`src/rtl/cv32e40p_alu_fault_tracker_ft.sv`:
```
// Per-unit, per-class ALU error tracker: a leaky counter per class raises a sticky permanent-fault flag.
// Optional macro FT_ALU_ERR_DECAY_EN enables the decrement of a counter on error-free operations.
module cv32e40p_alu_fault_tracker_ft #(
    parameter int NUM_UNITS   = 4,
    parameter int NUM_CLASSES = 9,
    parameter int CNT_W       = 8,
    parameter int THRESHOLD   = 100,
    parameter int DEC_STEP    = 2,
    parameter int CLS_W       = (NUM_CLASSES > 1) ? $clog2(NUM_CLASSES) : 1
) (
    input  logic                                    clk,
    input  logic                                    rst,
    input  logic [NUM_UNITS-1:0]                    valid_i,
    input  logic [NUM_UNITS-1:0][CLS_W-1:0]         class_i,
    input  logic [NUM_UNITS-1:0]                    error_i,
    input  logic                                    clear_i,
    output logic [NUM_UNITS-1:0][NUM_CLASSES-1:0]   faulty_o,
    output logic [NUM_UNITS-1:0]                    unit_faulty_o,
    output logic [NUM_UNITS-1:0]                    new_fault_o
);

    localparam int CNT_MAX = (1 << CNT_W) - 1;

    if (THRESHOLD < 1 || THRESHOLD > CNT_MAX || DEC_STEP < 1) begin : g_bad_params
        $error("cv32e40p_alu_fault_tracker_ft: THRESHOLD must be in [1, 2^CNT_W-1] and DEC_STEP >= 1");
    end

    logic [NUM_UNITS-1:0][NUM_CLASSES-1:0][CNT_W-1:0] cnt_q, cnt_d;
    logic [NUM_UNITS-1:0][NUM_CLASSES-1:0]            faulty_q, faulty_d;
    logic [NUM_UNITS-1:0]                             new_q, new_d;

    // valid_i[u] qualifies class_i[u]/error_i[u] for a single cycle; there is no back-pressure.
    // Each unit touches at most one class per cycle, so units never contend for a counter.
    always_comb begin
        logic [CLS_W-1:0] cls;
        int               cur;
        int               nxt;
        cnt_d    = cnt_q;
        faulty_d = faulty_q;
        new_d    = '0;
        cls      = '0;
        cur      = 0;
        nxt      = 0;
        for (int u = 0; u < NUM_UNITS; u++) begin
            cls = class_i[u];
            if (valid_i[u] && (32'(cls) < NUM_CLASSES) && !faulty_q[u][cls]) begin
                cur = 32'(cnt_q[u][cls]);
                if (error_i[u]) begin
                    nxt = (cur >= CNT_MAX) ? CNT_MAX : cur + 1;
                end else begin
`ifdef FT_ALU_ERR_DECAY_EN
                    nxt = (cur > DEC_STEP) ? cur - DEC_STEP : 0;
`else
                    nxt = cur;
`endif
                end
                // Crossing the threshold retires the class: flag latches and its counter parks at 0.
                if (nxt >= THRESHOLD) begin
                    faulty_d[u][cls] = 1'b1;
                    cnt_d[u][cls]    = '0;
                    new_d[u]         = 1'b1;
                end else begin
                    cnt_d[u][cls] = CNT_W'(nxt);
                end
            end
        end
    end

    always_ff @(posedge clk or posedge rst) begin
        if (rst) begin
            cnt_q    <= '0;
            faulty_q <= '0;
            new_q    <= '0;
        end else if (clear_i) begin
            cnt_q    <= '0;
            faulty_q <= '0;
            new_q    <= '0;
        end else begin
            cnt_q    <= cnt_d;
            faulty_q <= faulty_d;
            new_q    <= new_d;
        end
    end

    always_comb begin
        for (int u = 0; u < NUM_UNITS; u++) begin
            unit_faulty_o[u] = |faulty_q[u];
        end
    end

    assign faulty_o    = faulty_q;
    assign new_fault_o = new_q;

endmodule

```
`config.mk`:
```
export PLATFORM = sky130hd
export DESIGN_NAME = cv32e40p_alu_fault_tracker_ft
export DESIGN_NICKNAME = d
export VERILOG_FILES = /design/src/rtl/cv32e40p_alu_fault_tracker_ft.sv
export SDC_FILE = /design/constraint.sdc
export NUM_CORES = 1
export LEC_CHECK = 0
export BUFFER_PORTS_ARGS = -buffer_cell sky130_fd_sc_hd__clkbuf_2
export CORE_AREA = 2 2 243 245
export DETAILED_ROUTE_END_ITERATION = 12
export DIE_AREA = 0 0 245 247
export SETUP_SLACK_MARGIN = 0.05
export SLEW_MARGIN = 20
export SYNTH_ARGS = -nofsm -noshare
export SYNTH_HDL_FRONTEND = slang
export SYNTH_SLANG_ARGS = --single-unit
```
`constraint.sdc`:
```
create_clock -name clk -period 18.45 [get_ports clk]
set_input_delay 1.845 -clock clk [delete_from_list [all_inputs] [get_ports clk]]
set_output_delay 1.845 -clock clk [all_outputs]
set_load 0.02 [all_outputs]
```
======== Word-level counts from Yosys, hierarchy flattened ========
Cells that the tools add are included.
word-level totals
  flip-flop bits (word level) ............. 328
  bits of input ports ..................... 27
  output and inout bits ................... 44
  word-level logic and storage cells ...... 184
cells by class
  $add $sub $neg .......................... 4
  order comparisons ....................... 20
  multiplexer cells ....................... 75
  bitwise operators ....................... 12
  reductions and logical operators ........ 32
operators by type and width
  operator                                                             number
  2-to-1 mux 72 bit                                                    8
  bitwise AND 72 bit                                                   4
  bitwise mux 72 bit                                                   4
  2-to-1 mux 288 bit                                                   1
  NOT 72 bit                                                           4
  2-to-1 mux 9 bit                                                     16
  binary-select mux 8 bit (select 4 bit)                               4
  demux 8 bit (select 4 bit)                                           4
  greater-or-equal comparator 32 x 8 -> 1 bit (second input constant)  4
  2-to-1 mux 32 bit                                                    4
  2-to-1 mux 8 bit                                                     8
  adder 8 x 1 -> 9 bit (second input constant)                         4
  2-to-1 mux 36 bit                                                    1
  OR 9 bit                                                             4
  OR reduction 9 bit                                                   4
  greater-or-equal comparator 8 bit (second input constant)            4
  < comparator 4 x 5 -> 1 bit (second input constant)                  4
  binary-select mux 1 bit (select 4 bit)                               4
  demux 1 bit (select 4 bit)                                           4
  greater-or-equal comparator 4 x 1 -> 1 bit (second input constant)   4
  < comparator 4 bit (second input constant)                           4
  2-to-1 mux 1 bit                                                     16
  nonzero test 2 bit                                                   8
  logical AND 1 bit                                                    12
  3 further kinds                                                      9

======== Logic depth before layout (Yosys ltp) ========
  depth after elaboration ................. 10
  depth in mapped cells ................... 16
  gate-level depth less buffers ........... 13

======== Least setup slack after synthesis ========
No wires, ideal clock.
  path type ............................... input-to-reg
  from .................................... in class_i[12] (netlist bit)
  to ...................................... reg cnt_q[266] (netlist bit)
  setup time .............................. 90 ps
  arrival ................................. 4806 ps
  required time ........................... 18360 ps
  slack ................................... 13554 ps
  stages .................................. 15
  buffers on the path ..................... 4
  cell sequence ........................... buf_6 -> buf_8 -> mux2i_1 -> a22oi_1 -> a32o_2 -> ha_1 -> and2_1 -> or3_1 -> a21oi_2 -> a211oi_2 -> o21a_1 -> buf_6 -> or4_4 -> buf_6 -> o31ai_4
on the way
  word-level cells in the longest chain between the ends .. 10
  elaborated cells between the ends (all ways) .. 26
  classes of those cells .................. 1 x add/sub; 5 x order compare; 13 x mux; 2 x bitwise; 5 x reduce/logical
ends and longest elaborated chain
  element                                                                            RTL line  source
  from (decl)                                                                        14        input logic [NUM_UNITS-1:0][CLS_W-1:0] class_i,
  binary-select mux 8 bit (select 4 bit)                                             47        cur = 32'(cnt_q[u][cls]);
  2-to-1 mux 8 bit (not written as such)                                             47
  adder 8 x 1 -> 9 bit or greater-or-equal comparator 8 bit (tied branches)          49        nxt = (cur >= CNT_MAX) ? CNT_MAX : cur + 1;
  2-to-1 mux 9 bit                                                                   49
  2-to-1 mux 9 bit                                                                   48        if (error_i[u]) begin
  2-to-1 mux 32 bit                                                                  46        if (valid_i[u] && (32'(cls) < NUM_CLASSES) && !faulty_q[u][cls]) begin
  greater-or-equal comparator 32 x 8 -> 1 bit or bitwise mux 72 bit (tied branches)  58, 63
  2-to-1 mux 72 bit                                                                  58        if (nxt >= THRESHOLD) begin
  2-to-1 mux 72 bit                                                                  46
  2-to-1 mux 288 bit                                                                 74        end else if (clear_i) begin
  to (signal assigned)                                                               79        cnt_q <= cnt_d;
  to (decl)                                                                          28        logic [NUM_UNITS-1:0][NUM_CLASSES-1:0][CNT_W-1:0] cnt_q, cnt_d;
Parallel ways exist; a longest one is shown, timed or not. The select of a mux whose other input is x is not followed.
A chain may end at the register's enable or synchronous reset.

======== Final worst setup path ========
  from .................................... in class_i[4] (netlist bit)
  to ...................................... reg cnt_q[117] (netlist bit)
Same word-level chain as after synthesis.

==> impl_metrics.tcl <==
set metrics [dict create \
    clockBufferDepth 3 \
    arrival_ns 6.00 \
    synthMuxAreaShare 0.106 \
    rsz0062_at_grt "no" \
    maxCapViolCount 0 \
    drcViolationCount 0 \
    dp_slack_ns 12.29 \
    synth_seq_cells 328 \
    fin_skew_ns 0.0183 \
    clock.fmax_ghz 0.179 \
    grt.total_usage 0.164 \
    place.port_buffers 70 \
    antenna_found_initial 0 \
    synth_xor_area_frac 0.00153 \
    core-area_um2 58200 \
    cp_slowest_cell "o31ai_1" \
    synthSimpleGateAreaFrac 0.166 \
    setup_ws_ns 12.85 \
    worstMarginPinSlew_ns 1.08 \
    ys_types 91 \
    nNetsFinal 1718 \
    post_cts.repair.setup_buffers 0 \
    power_density_nw_per_um2 82.8 \
    mostFrequentLayoutCell "dfrtp_1" \
    fp.dieW_um 245 \
    vias 13800 \
    cts-root-buf "clkbuf_16" \
    drt_iter0_drc 1007 \
    tns_ns 0 \
    worst-path-buf-inv 2 \
    die_h_um 247 \
    drive_above_1_share 0.162 \
    cts_hold_buf 0 \
    start_util 0.295 \
    numCtsBuffers 37 \
    critPathMostFrequentCell "nand2_1" \
    ys_seq_area_frac 0.478 \
    max_slew_margin 0.280 \
    max_stage_delay_ns 0.61 \
    min_period_over_period 0.304 \
    cts-resized-gates 0 \
    dieArea_um2 60500 \
    grt_max_degree 124 \
    route.detailed.wl_per_inst_um 19.9 \
    setup_viol 0 \
    yosys_warnings 0 \
    power.leakage_nw 8.21 \
    synthesis.nets 1683 \
    gr-usage-met3 0.0278 \
    vias_per_cell 5.54 \
    critPathLaunchType "primary input" \
    cts-htree-levels 2 \
    io_pins 71 \
    drt-total-wl_um 49600 \
    cp_cell_sequence "clkbuf_2 > nand2b_1 > o22ai_1 > o31ai_1 > ha_1 > nand2_1 > a31oi_2 > nand2_1 > a211o_1 > nor3_2 > nor3_4 > buf_4 > a21oi_2 > o21ai_0" \
    path_max_fanout 30 \
    antenna_left 0 \
    crit_family "compound AO/OA/AOI/OAI gates" \
    setup.worst_path.end_class "flip-flop" \
    grt_pass1_wl_um 79600 \
    synth_top_family_by_area "compound AO/OA/AOI/OAI gates" \
    overflow 0 \
    grt.met1_usage 0.230 \
    cts_tree "done" \
    layout_common_cells "dfrtp_1 (328), nand2_1 (187), o21ai_0 (97), a22o_1 (97), nor2_1 (83)" \
    rows 89 \
    dpl_cell_area_um2 18100 \
    synthToLayoutAreaGrowth_pct 13.0 \
    cp.required_ns 18.85 \
    hpwl_um 33300 \
    busiest_layer "met2" \
    clock-sinks 328 \
    period_minus_slack_ns 5.60 \
    synth-compound-area-share 0.204 \
    design_area_um2 19400 \
    syn_inst 1652 \
    gp_congestion 0.874 \
    critical_path_class "primary input to flip-flop" \
    final_hold_viol_count 0 \
    syn_area_um2 17200 \
    maxSlewViolCount 0 \
    grt_pass1_vias 13800 \
    synthArstFlopShare 1.00 \
    yosys.area_share.adder 0.00291 \
    synth-edff-count 0 \
    irDropWorstVdd_uv 60.3 \
    synth_top_flop_cell "dfrtp_1" \
    status "complete, no violations" \
    clk_latency_ns 0.56 \
    synth_area_per_cell_um2 10.4 \
    cts.clk_slew.worst_paths_ns 0.06 \
    drtPass1Iterations 5 \
    worstHoldPathType "flip-flop to flip-flop" \
    globalRouteMet2Util 0.263 \
    final_util 0.333 \
    n_antenna_cell 0 \
]
==> cell families after synthesis <==
logic type	Yosys count
and+or+nand+nor	550
xor gates and xnor gates	3
adders and majority gates	4
buffers and inverters	150
muxes	137
DFF	328
AOI/OAI and AO/OA	480
==> final cells by class <==
type                       instances  area, µm²
clock inverter                    14        159
clock buffer                      54       1090
inverter                          59        229
sequential                       328       8210
multi-input combinational       1174       8260
tap                              773        967
fill                            5863      38800
timing repair buffer              87        500
==> state kept, by name (all words and copies together) (netlist names) <==
register / count
cnt_q: 288
faulty_o: 36
new_fault_o: 4
==> metrics by stage <==
| step | cells | power [mW] | hold WS, ns |
|---|---|---|---|
| after floorplan | 1652 | 0.821 | 0.444 |
| after global placement | 2420 | 0.853 | 0.455 |
| after detailed placement | 2420 | 0.854 | 0.466 |
| after CTS | 2488 | 1.62 | 0.481 |
| after global routing | 2489 | 1.66 | 0.497 |
| final | 2489 | 1.61 | 0.476 |
==> tightest hold or removal path: cells and delay by family, from the launching register on <==
family	cells	cell delay, ns
compound gates	1	0.06
flops	1	0.34
simple gates	1	0.04
==> synth_stat cells, drive strengths merged (5+ instances only) <==
library cell	count	area [µm²]
dfrtp	328	8210
nand2	187	702
o21ai	108	544
a22o	97	850
nor2	86	325
mux2i	64	641
a21oi	57	308
inv	57	214
nand3	57	285
buf	51	347
o22ai	49	307
and2	42	264
mux2	41	462
nor3	41	258
clkbuf	40	150
mux4	32	721
nand2b	29	181
a22oi	21	158
a31oi	18	138
a32oi	17	149
o31ai	15	136
o32ai	15	131
nand3b	14	105
or3	14	87.6
a211oi	13	118
nor4	13	96.3
nand4	12	75.1
o221ai	12	105
nor2b	10	62.6
nor3b	9	78.8
or2	8	50.1
a32o	7	72.6
and3	7	43.8
nor4b	7	104
o21a	6	45.0
o31a	5	43.8
o41ai	5	43.8
==> final timing paths <==
path                             from          end  slack (ns)  cells past startpoint
hold reg to reg            cnt_q[154]   cnt_q[154]        0.48                      2
setup / recovery           class_i[4]   cnt_q[117]       12.85                     14
min in group asynchronous         rst  faulty_o[3]        1.50                      2
max in group asynchronous         rst   cnt_q[139]       14.90                      5
setup reg to reg           cnt_q[121]   cnt_q[117]       14.56                     13
hold / removal             cnt_q[154]   cnt_q[154]        0.48                      2
==> layer usage <==
layer  routed length [µm]  vias to the layer above
li1                     -                     6274
met1                22500                     6939
met2                22900                      507
met3                 3310                       65
met4                  885                        0
met5                    0                        -
==> where the power goes <==
group          leakage, nW  total (mW)  internal, mW  switching, mW
Sequential            4.58       0.722         0.721        0.00121
Combinational         3.01       0.119        0.0292         0.0901
Clock                0.617       0.765         0.455          0.310
Note: power is estimated with default switching activity, not from simulation.
